`config.mk`:
```
export PLATFORM = sky130hd
export DESIGN_NAME = sample_trig_gen
export DESIGN_NICKNAME = d
export VERILOG_FILES = /design/src/rtl/synth_timing_pkg.sv /design/src/rtl/frac_tick_div.sv /design/src/rtl/sample_trig_gen.sv
export SDC_FILE = /design/constraint.sdc
export NUM_CORES = 1
export LEC_CHECK = 0
export CAP_MARGIN = 20
export CELL_PAD_IN_SITES_DETAIL_PLACEMENT = 1
export CELL_PAD_IN_SITES_GLOBAL_PLACEMENT = 2
export CORE_UTILIZATION = 37
export CTS_CLUSTER_DIAMETER = 200
export DETAILED_ROUTE_END_ITERATION = 8
export PLACE_DENSITY_LB_ADDON = 0.05
export SLEW_MARGIN = 25
export SYNTH_ARGS = -nofsm -noshare
export SYNTH_HDL_FRONTEND = slang
export SYNTH_SLANG_ARGS = --single-unit
```
`constraint.sdc`:
```
create_clock -name AUDIO_CLK -period 4.7 [get_ports AUDIO_CLK]
set_input_delay 0.94 -clock AUDIO_CLK [delete_from_list [all_inputs] [get_ports AUDIO_CLK]]
set_output_delay 0.94 -clock AUDIO_CLK [all_outputs]
set_load 0.1 [all_outputs]
```
`src/rtl/synth_timing_pkg.sv`:
```
// -----------------------------------------------------------------------------
// synth_timing_pkg
// Shared types and helpers for the synthesis timing blocks.
//   trig_state_t   : frame-trigger FSM states
//   ACC_WIDTH_DEF  : default fractional accumulator width
//   CNT_WIDTH_DEF  : default event counter width
//   sat_inc()      : saturating increment for counters up to 32 bits wide
// -----------------------------------------------------------------------------
package synth_timing_pkg;

  typedef enum logic [1:0] {
    IDLE      = 2'd0,
    WAIT_TICK = 2'd1,
    TRIG      = 2'd2,
    BUSY      = 2'd3
  } trig_state_t;

  localparam int ACC_WIDTH_DEF = 32;
  localparam int CNT_WIDTH_DEF = 16;

  // Increment val, holding at the all-ones value of a width-bit counter.
  function automatic logic [31:0] sat_inc(input logic [31:0] val, input int unsigned width);
    logic [31:0] max_v;
    if (width >= 32'd32) begin
      max_v = 32'hFFFF_FFFF;
    end else begin
      max_v = (32'd1 << width) - 32'd1;
    end
    if (val >= max_v) begin
      sat_inc = max_v;
    end else begin
      sat_inc = val + 32'd1;
    end
  endfunction

endpackage

```
`src/rtl/frac_tick_div.sv`:
```
// -----------------------------------------------------------------------------
// frac_tick_div
// Fractional-N rate divider: adds SAMPLE_RATE to a phase accumulator every
// enabled cycle and emits a tick whenever the phase wraps past AUDIO_CLK_RATE,
// giving an exact long-term tick rate of SAMPLE_RATE per AUDIO_CLK_RATE cycles.
// Ports:
//   clk     in   clock, posedge
//   rst_n   in   asynchronous active-low reset
//   enable  in   run; 0 clears the accumulator on the next edge
//   tick    out  combinational, high in the cycle whose edge wraps the phase
// -----------------------------------------------------------------------------
module frac_tick_div
  import synth_timing_pkg::*;
#(
  parameter int AUDIO_CLK_RATE = 90416666,
  parameter int SAMPLE_RATE    = 44100,
  parameter int ACC_WIDTH      = ACC_WIDTH_DEF
) (
  input  logic clk,
  input  logic rst_n,
  input  logic enable,
  output logic tick
);

  // All arithmetic carries one guard bit so acc+SAMPLE_RATE can never overflow.
  localparam logic [ACC_WIDTH:0] SR_W   = (ACC_WIDTH+1)'(SAMPLE_RATE);
  localparam logic [ACC_WIDTH:0] RATE_W = (ACC_WIDTH+1)'(AUDIO_CLK_RATE);

  // acc_r stays below AUDIO_CLK_RATE, so its guard bit is always zero.
  logic [ACC_WIDTH:0] acc_r;
  logic [ACC_WIDTH:0] sum_s;
  logic [ACC_WIDTH:0] acc_next_s;
  logic               wrap_s;

  // Next phase and wrap detection.
  always_comb begin
    sum_s      = acc_r + SR_W;
    wrap_s     = 1'b0;
    acc_next_s = sum_s;
    if (sum_s >= RATE_W) begin
      wrap_s     = 1'b1;
      acc_next_s = sum_s - RATE_W;
    end else begin
      wrap_s     = 1'b0;
      acc_next_s = sum_s;
    end
  end

  assign tick = enable & wrap_s;

  // Phase accumulator register; disabled cycles restart the phase from zero.
  always_ff @(posedge clk or negedge rst_n) begin
    if (!rst_n) begin
      acc_r <= {(ACC_WIDTH+1){1'b0}};
    end else if (!enable) begin
      acc_r <= {(ACC_WIDTH+1){1'b0}};
    end else begin
      acc_r <= acc_next_s;
    end
  end

endmodule

```
`src/rtl/sample_trig_gen.sv`:
```
// -----------------------------------------------------------------------------
// sample_trig_gen
// Generates the per-sample trig that starts one synthesis frame in
// synth_clk_gen, tracks frame completion through xxxx_zero, and flags ticks
// that arrive while a frame is still running (overrun) or frames that never
// complete (timeout).
// Ports:
//   AUDIO_CLK      in   clock, posedge
//   reset_reg_N    in   asynchronous active-low reset
//   enable         in   run; 0 returns to IDLE and clears the phase
//   xxxx_zero      in   frame index==0 from synth_clk_gen, asynchronous
//   trig           out  frame start pulse, TRIG_WIDTH cycles high
//   frame_busy     out  high from trig assertion until frame done/timeout
//   overrun_pulse  out  1 cycle: tick dropped because a frame was running
//   timeout_pulse  out  1 cycle: frame exceeded TIMEOUT_CYC cycles
//   overrun_count  out  saturating overrun counter
//   timeout_count  out  saturating timeout counter
// -----------------------------------------------------------------------------
module sample_trig_gen
  import synth_timing_pkg::*;
#(
  parameter int AUDIO_CLK_RATE = 90416666,
  parameter int SAMPLE_RATE    = 44100,
  parameter int ACC_WIDTH      = ACC_WIDTH_DEF,
  parameter int TRIG_WIDTH     = 4,
  parameter int TIMEOUT_CYC    = 4096,
  parameter int CNT_WIDTH      = CNT_WIDTH_DEF
) (
  input  logic                 AUDIO_CLK,
  input  logic                 reset_reg_N,
  input  logic                 enable,
  input  logic                 xxxx_zero,
  output logic                 trig,
  output logic                 frame_busy,
  output logic                 overrun_pulse,
  output logic                 timeout_pulse,
  output logic [CNT_WIDTH-1:0] overrun_count,
  output logic [CNT_WIDTH-1:0] timeout_count
);

  localparam int TW_W   = (TRIG_WIDTH > 1) ? $clog2(TRIG_WIDTH) : 1;
  localparam int BUSY_W = $clog2(TIMEOUT_CYC + 1);

  localparam logic [TW_W-1:0]   TRIG_LAST = TW_W'(TRIG_WIDTH - 1);
  localparam logic [BUSY_W-1:0] BUSY_LAST = BUSY_W'(TIMEOUT_CYC - 1);

  trig_state_t       state_r;
  logic [TW_W-1:0]   trig_cnt_r;
  logic [BUSY_W-1:0] busy_cnt_r;
  logic              seen_low_r;
  logic              zs_meta_r;
  logic              zs_r;
  logic              tick_s;
  logic              done_s;
  logic              timeout_s;

  frac_tick_div #(
    .AUDIO_CLK_RATE (AUDIO_CLK_RATE),
    .SAMPLE_RATE    (SAMPLE_RATE),
    .ACC_WIDTH      (ACC_WIDTH)
  ) u_frac_tick_div (
    .clk    (AUDIO_CLK),
    .rst_n  (reset_reg_N),
    .enable (enable),
    .tick   (tick_s)
  );

  // Two-flop synchronizer for xxxx_zero; only zs_r is used downstream.
  always_ff @(posedge AUDIO_CLK or negedge reset_reg_N) begin
    if (!reset_reg_N) begin
      zs_meta_r <= 1'b0;
      zs_r      <= 1'b0;
    end else begin
      zs_meta_r <= xxxx_zero;
      zs_r      <= zs_meta_r;
    end
  end

  // A frame is done only after the index has been seen leaving zero and
  // returning to it, so a stale high level at trig time is not mistaken for
  // completion. busy_cnt_r counts from TRIG entry, so the frame may occupy
  // TRIG+BUSY for exactly TIMEOUT_CYC cycles.
  assign done_s    = (state_r == BUSY) & zs_r & seen_low_r;
  assign timeout_s = (state_r == BUSY) & (busy_cnt_r == BUSY_LAST) & ~done_s;

  // Frame FSM with registered outputs and saturating event counters.
  always_ff @(posedge AUDIO_CLK or negedge reset_reg_N) begin
    if (!reset_reg_N) begin
      state_r       <= IDLE;
      trig_cnt_r    <= {TW_W{1'b0}};
      busy_cnt_r    <= {BUSY_W{1'b0}};
      seen_low_r    <= 1'b0;
      trig          <= 1'b0;
      frame_busy    <= 1'b0;
      overrun_pulse <= 1'b0;
      timeout_pulse <= 1'b0;
      overrun_count <= {CNT_WIDTH{1'b0}};
      timeout_count <= {CNT_WIDTH{1'b0}};
    end else if (!enable) begin
      state_r       <= IDLE;
      trig_cnt_r    <= {TW_W{1'b0}};
      busy_cnt_r    <= {BUSY_W{1'b0}};
      seen_low_r    <= 1'b0;
      trig          <= 1'b0;
      frame_busy    <= 1'b0;
      overrun_pulse <= 1'b0;
      timeout_pulse <= 1'b0;
    end else begin
      overrun_pulse <= 1'b0;
      timeout_pulse <= 1'b0;
      case (state_r)
        IDLE: begin
          state_r <= WAIT_TICK;
        end
        WAIT_TICK: begin
          if (tick_s) begin
            state_r    <= TRIG;
            trig       <= 1'b1;
            frame_busy <= 1'b1;
            trig_cnt_r <= {TW_W{1'b0}};
            busy_cnt_r <= {BUSY_W{1'b0}};
            seen_low_r <= 1'b0;
          end
        end
        TRIG: begin
          busy_cnt_r <= busy_cnt_r + BUSY_W'(1);
          if (tick_s) begin
            overrun_pulse <= 1'b1;
            overrun_count <= CNT_WIDTH'(sat_inc(32'(overrun_count), CNT_WIDTH));
          end
          if (trig_cnt_r == TRIG_LAST) begin
            state_r <= BUSY;
            trig    <= 1'b0;
          end else begin
            trig_cnt_r <= trig_cnt_r + TW_W'(1);
          end
        end
        BUSY: begin
          if (done_s || timeout_s) begin
            if (timeout_s) begin
              timeout_pulse <= 1'b1;
              timeout_count <= CNT_WIDTH'(sat_inc(32'(timeout_count), CNT_WIDTH));
            end
            // A tick landing on the completion edge starts the next frame
            // straight away rather than being counted as an overrun.
            if (tick_s) begin
              state_r    <= TRIG;
              trig       <= 1'b1;
              frame_busy <= 1'b1;
              trig_cnt_r <= {TW_W{1'b0}};
              busy_cnt_r <= {BUSY_W{1'b0}};
              seen_low_r <= 1'b0;
            end else begin
              state_r    <= WAIT_TICK;
              frame_busy <= 1'b0;
            end
          end else begin
            busy_cnt_r <= busy_cnt_r + BUSY_W'(1);
            if (!zs_r) begin
              seen_low_r <= 1'b1;
            end
            if (tick_s) begin
              overrun_pulse <= 1'b1;
              overrun_count <= CNT_WIDTH'(sat_inc(32'(overrun_count), CNT_WIDTH));
            end
          end
        end
        default: begin
          state_r    <= IDLE;
          trig       <= 1'b0;
          frame_busy <= 1'b0;
        end
      endcase
    end
  end

endmodule
```
==> flow_summary.toml <==
[timing]
rsz0062_at_grt = "false"
max_freq_mhz = 231
slew_viol_final = 0
hold_ws_ns = 0.353
fin_crit_sh_pct = 92.3
worstMarginPinSlew_ns = 0.989
slew_headroom_pct = 33.8
timing.setup.tns_ns = 0
setup_viol = 0
setup_slack_ns = 0.362
final-hold-violation-count = 0
period_minus_slack_ns = 4.34
skew_ns = 0.00849

[power]
report.power.total_uw = 2090
power_density_nw_per_um2 = 300
vdd_ir_drop_max_v = 0.000192
leakagePower_uw = 0.00293

[floorplan]
dieArea_um2 = 17000
die_h_um = 130
core_um2 = 16000
rows = 46
die_x_um = 130
start_util_pct = 38.1
io_pins = 40

[setup_path]
startpoint_type = "flop"
critical_path.endpoint_type = "flop"
required_ns = 4.90
crit_arrival_ns = 4.54
path_max_fanout = 17
rrSetupSlack_ns = 0.36
critPathKind = "flop to flop"

[detailed_routing]
vias = 5353
wirelength_um = 17000
wl_per_cell_um = 17.9
drt_iter0_drc = 220
ant_nets = 0
drc = 0
first_pass_iters = 4
avgViaCountPerCell = 5.63

[placed_design]
dpl.cell_count = 935
place_congestion = 0.797
dp_hpwl_um = 12300
io_buffers = 39
place_ws_ns = 0.422

[synth]
syn_inst = 702
syn_nets = 718
synth-xor-area-share_pct = 7.91
synth_area_um2 = 6090
yosys.area.top_type = "dfrtp_1"
yosys.area_share.simple_pct = 29.1
synth_ff_type = "dfrtp_1"
synth_compound_area_share_pct = 19.4
syn_avg_cell_area_um2 = 8.67
synth_seq_area_share_pct = 36.2
ys_warn_count = 0
synth_fa_ha_area_share_pct = 2.47
async_flop_share_pct = 100
synth-seq-cells = 88
synth_top_family_by_area = "simple AND/OR/NAND/NOR gates"
synth_edf_count = 0
synth_top_cell_area_share_pct = 36.2
synth.distinct_cells = 79
yosys-top-cells-area = "dfrtp_1 36%, nand2_1 5.4%, xnor2_1 5.0%, nand3_1 3.3%, xor2_1 2.9%"
synth.mux.area_fraction_pct = 1.03

[global_route]
grt_max_degree = 71
overflow = 0
use_met1_pct = 28.8
grt_use_met3_pct = 3.20
grt_pass1_vias = 5644
top_usage_layer = "met2"
grt_use_met2_pct = 36.3
grt_usage_pct = 21.4
antenna_found_initial = 0
grt_pass1_wl_um = 28600

[cts]
ctsHoldBuffers = 0
cts_tree = "done"
cts_max_level = 3
cts_root_buffer = "clkbuf_16"
clock_latency_ns = 0.35
cts_sinks = 88
cts_buffers = 9
path_clk_slew_ns = 0.07
clock_path_buffers = 2
ctsResizeCount = 0
postCtsSetupBuffers = 0

[cells_and_area]
n_antenna_cell = 0
drive_gt1_share_pct = 9.12
fin_cells = 951
synthToLayoutAreaGrowth_pct = 14.4
fin_nets = 746
final_common_cell = "dfrtp_1"
layout_common_cells = "88 x dfrtp_1, 87 x nand2_1, 41 x nor2_1"

[min_path]
min_path_type = "flop to flop"

[status]
status = "finished, final reports clean"

[run]
cap_violations = 0
-- state kept, by name, indices dropped and copies added (netlist names) --
| name | count |
|---|---|
| trig_cnt_r | 2 |
| overrun_count | 16 |
| state_r | 2 |
| overrun_pulse | 1 |
| busy_cnt_r | 13 |
| u_frac_tick_div.acc_r | 32 |
| timeout_pulse | 1 |
| seen_low_r | 1 |
| frame_busy | 1 |
| timeout_count | 16 |
| zs_r | 1 |
| zs_meta_r | 1 |
| trig | 1 |
-- cells by family (layout without fill, tap and decap cells) --
logic type	count (synthesis)	in the layout
DFF	88	88
xor gates and xnor gates	55	55
adders and majority gates	12	12
buffers and inverters	48	81
muxes	6	6
and+or+nand+nor	323	323
AOI/OAI and AO/OA	170	170
-- area by class of cell --
class / instances / area (um2)
Fill cell: 1907 / 9030
Multi-Input combinational cell: 566 / 3650
Sequential cell: 88 / 2200
Timing Repair Buffer: 51 / 477
Tap cell: 216 / 270
Clock buffer: 9 / 225
Clock inverter: 7 / 87.6
Inverter: 14 / 52.6
-- Yosys cell counts (7+ instances only) --
| library cell | count |
|---|---|
| inv_1 | 14 |
| or2_2 | 8 |
| and2_1 | 24 |
| dfrtp_1 | 88 |
| and4_1 | 10 |
| o21ai_1 | 11 |
| o211ai_1 | 9 |
| nand3_1 | 40 |
| buf_6 | 7 |
| or3_1 | 9 |
| a31oi_1 | 22 |
| clkbuf_1 | 19 |
| and3_1 | 26 |
| nor3_1 | 18 |
| nand4_1 | 12 |
| o21ai_0 | 29 |
| o21a_1 | 9 |
| nand2_1 | 87 |
| a21oi_1 | 32 |
| xor2_1 | 20 |
| nor2_1 | 41 |
| ha_1 | 12 |
| xnor2_1 | 35 |
-- worst paths after layout --
check	start	end	cells after the start
min	zs_meta_r	zs_r	0
max in group asynchronous	reset_reg_N	timeout_count[5]	2
min reg2reg	zs_meta_r	zs_r	0
max	u_frac_tick_div.acc_r[10]	overrun_count[7]	10
max reg2reg	u_frac_tick_div.acc_r[10]	overrun_count[7]	10
min in group asynchronous	reset_reg_N	u_frac_tick_div.acc_r[29]	1
-- layer usage --
layer | part of all wire (%) | routed length [um]
met4 | 0.44 | 75
met2 | 49 | 8320
met5 | 0 | 0
met3 | 1.5 | 255
met1 | 49 | 8330
-- worst max-delay path, cell delays in order, from the launching register on --
cell	delay (ns)
dfrtp_1	0.54
or4b_4	0.55
or3_1	0.52
a2111oi_4	0.43
xor2_1	0.19
a211oi_2	0.31
nand4b_1	0.26
or3_4	0.56
and3_4	0.28
nand2_1	0.37
o21ai_0	0.16
-- report_power, final --
part	internal, uW	total [uW]	switching (uW)
logic	165	467	301
registers	796	858	61.8
clock network	426	767	341
-- through the flow --
| stage | cell area [um2] | utilization, % |
|---|---|---|
| after CTS | 6960 | 43.5 |
| after floorplan | 6090 | - |
| final | 6970 | 43.5 |
| after detailed placement | 6650 | 41.6 |
| after global routing | 6970 | 43.5 |
| after global placement | 6650 | 41.6 |
(Power assumes the default switching activity.)
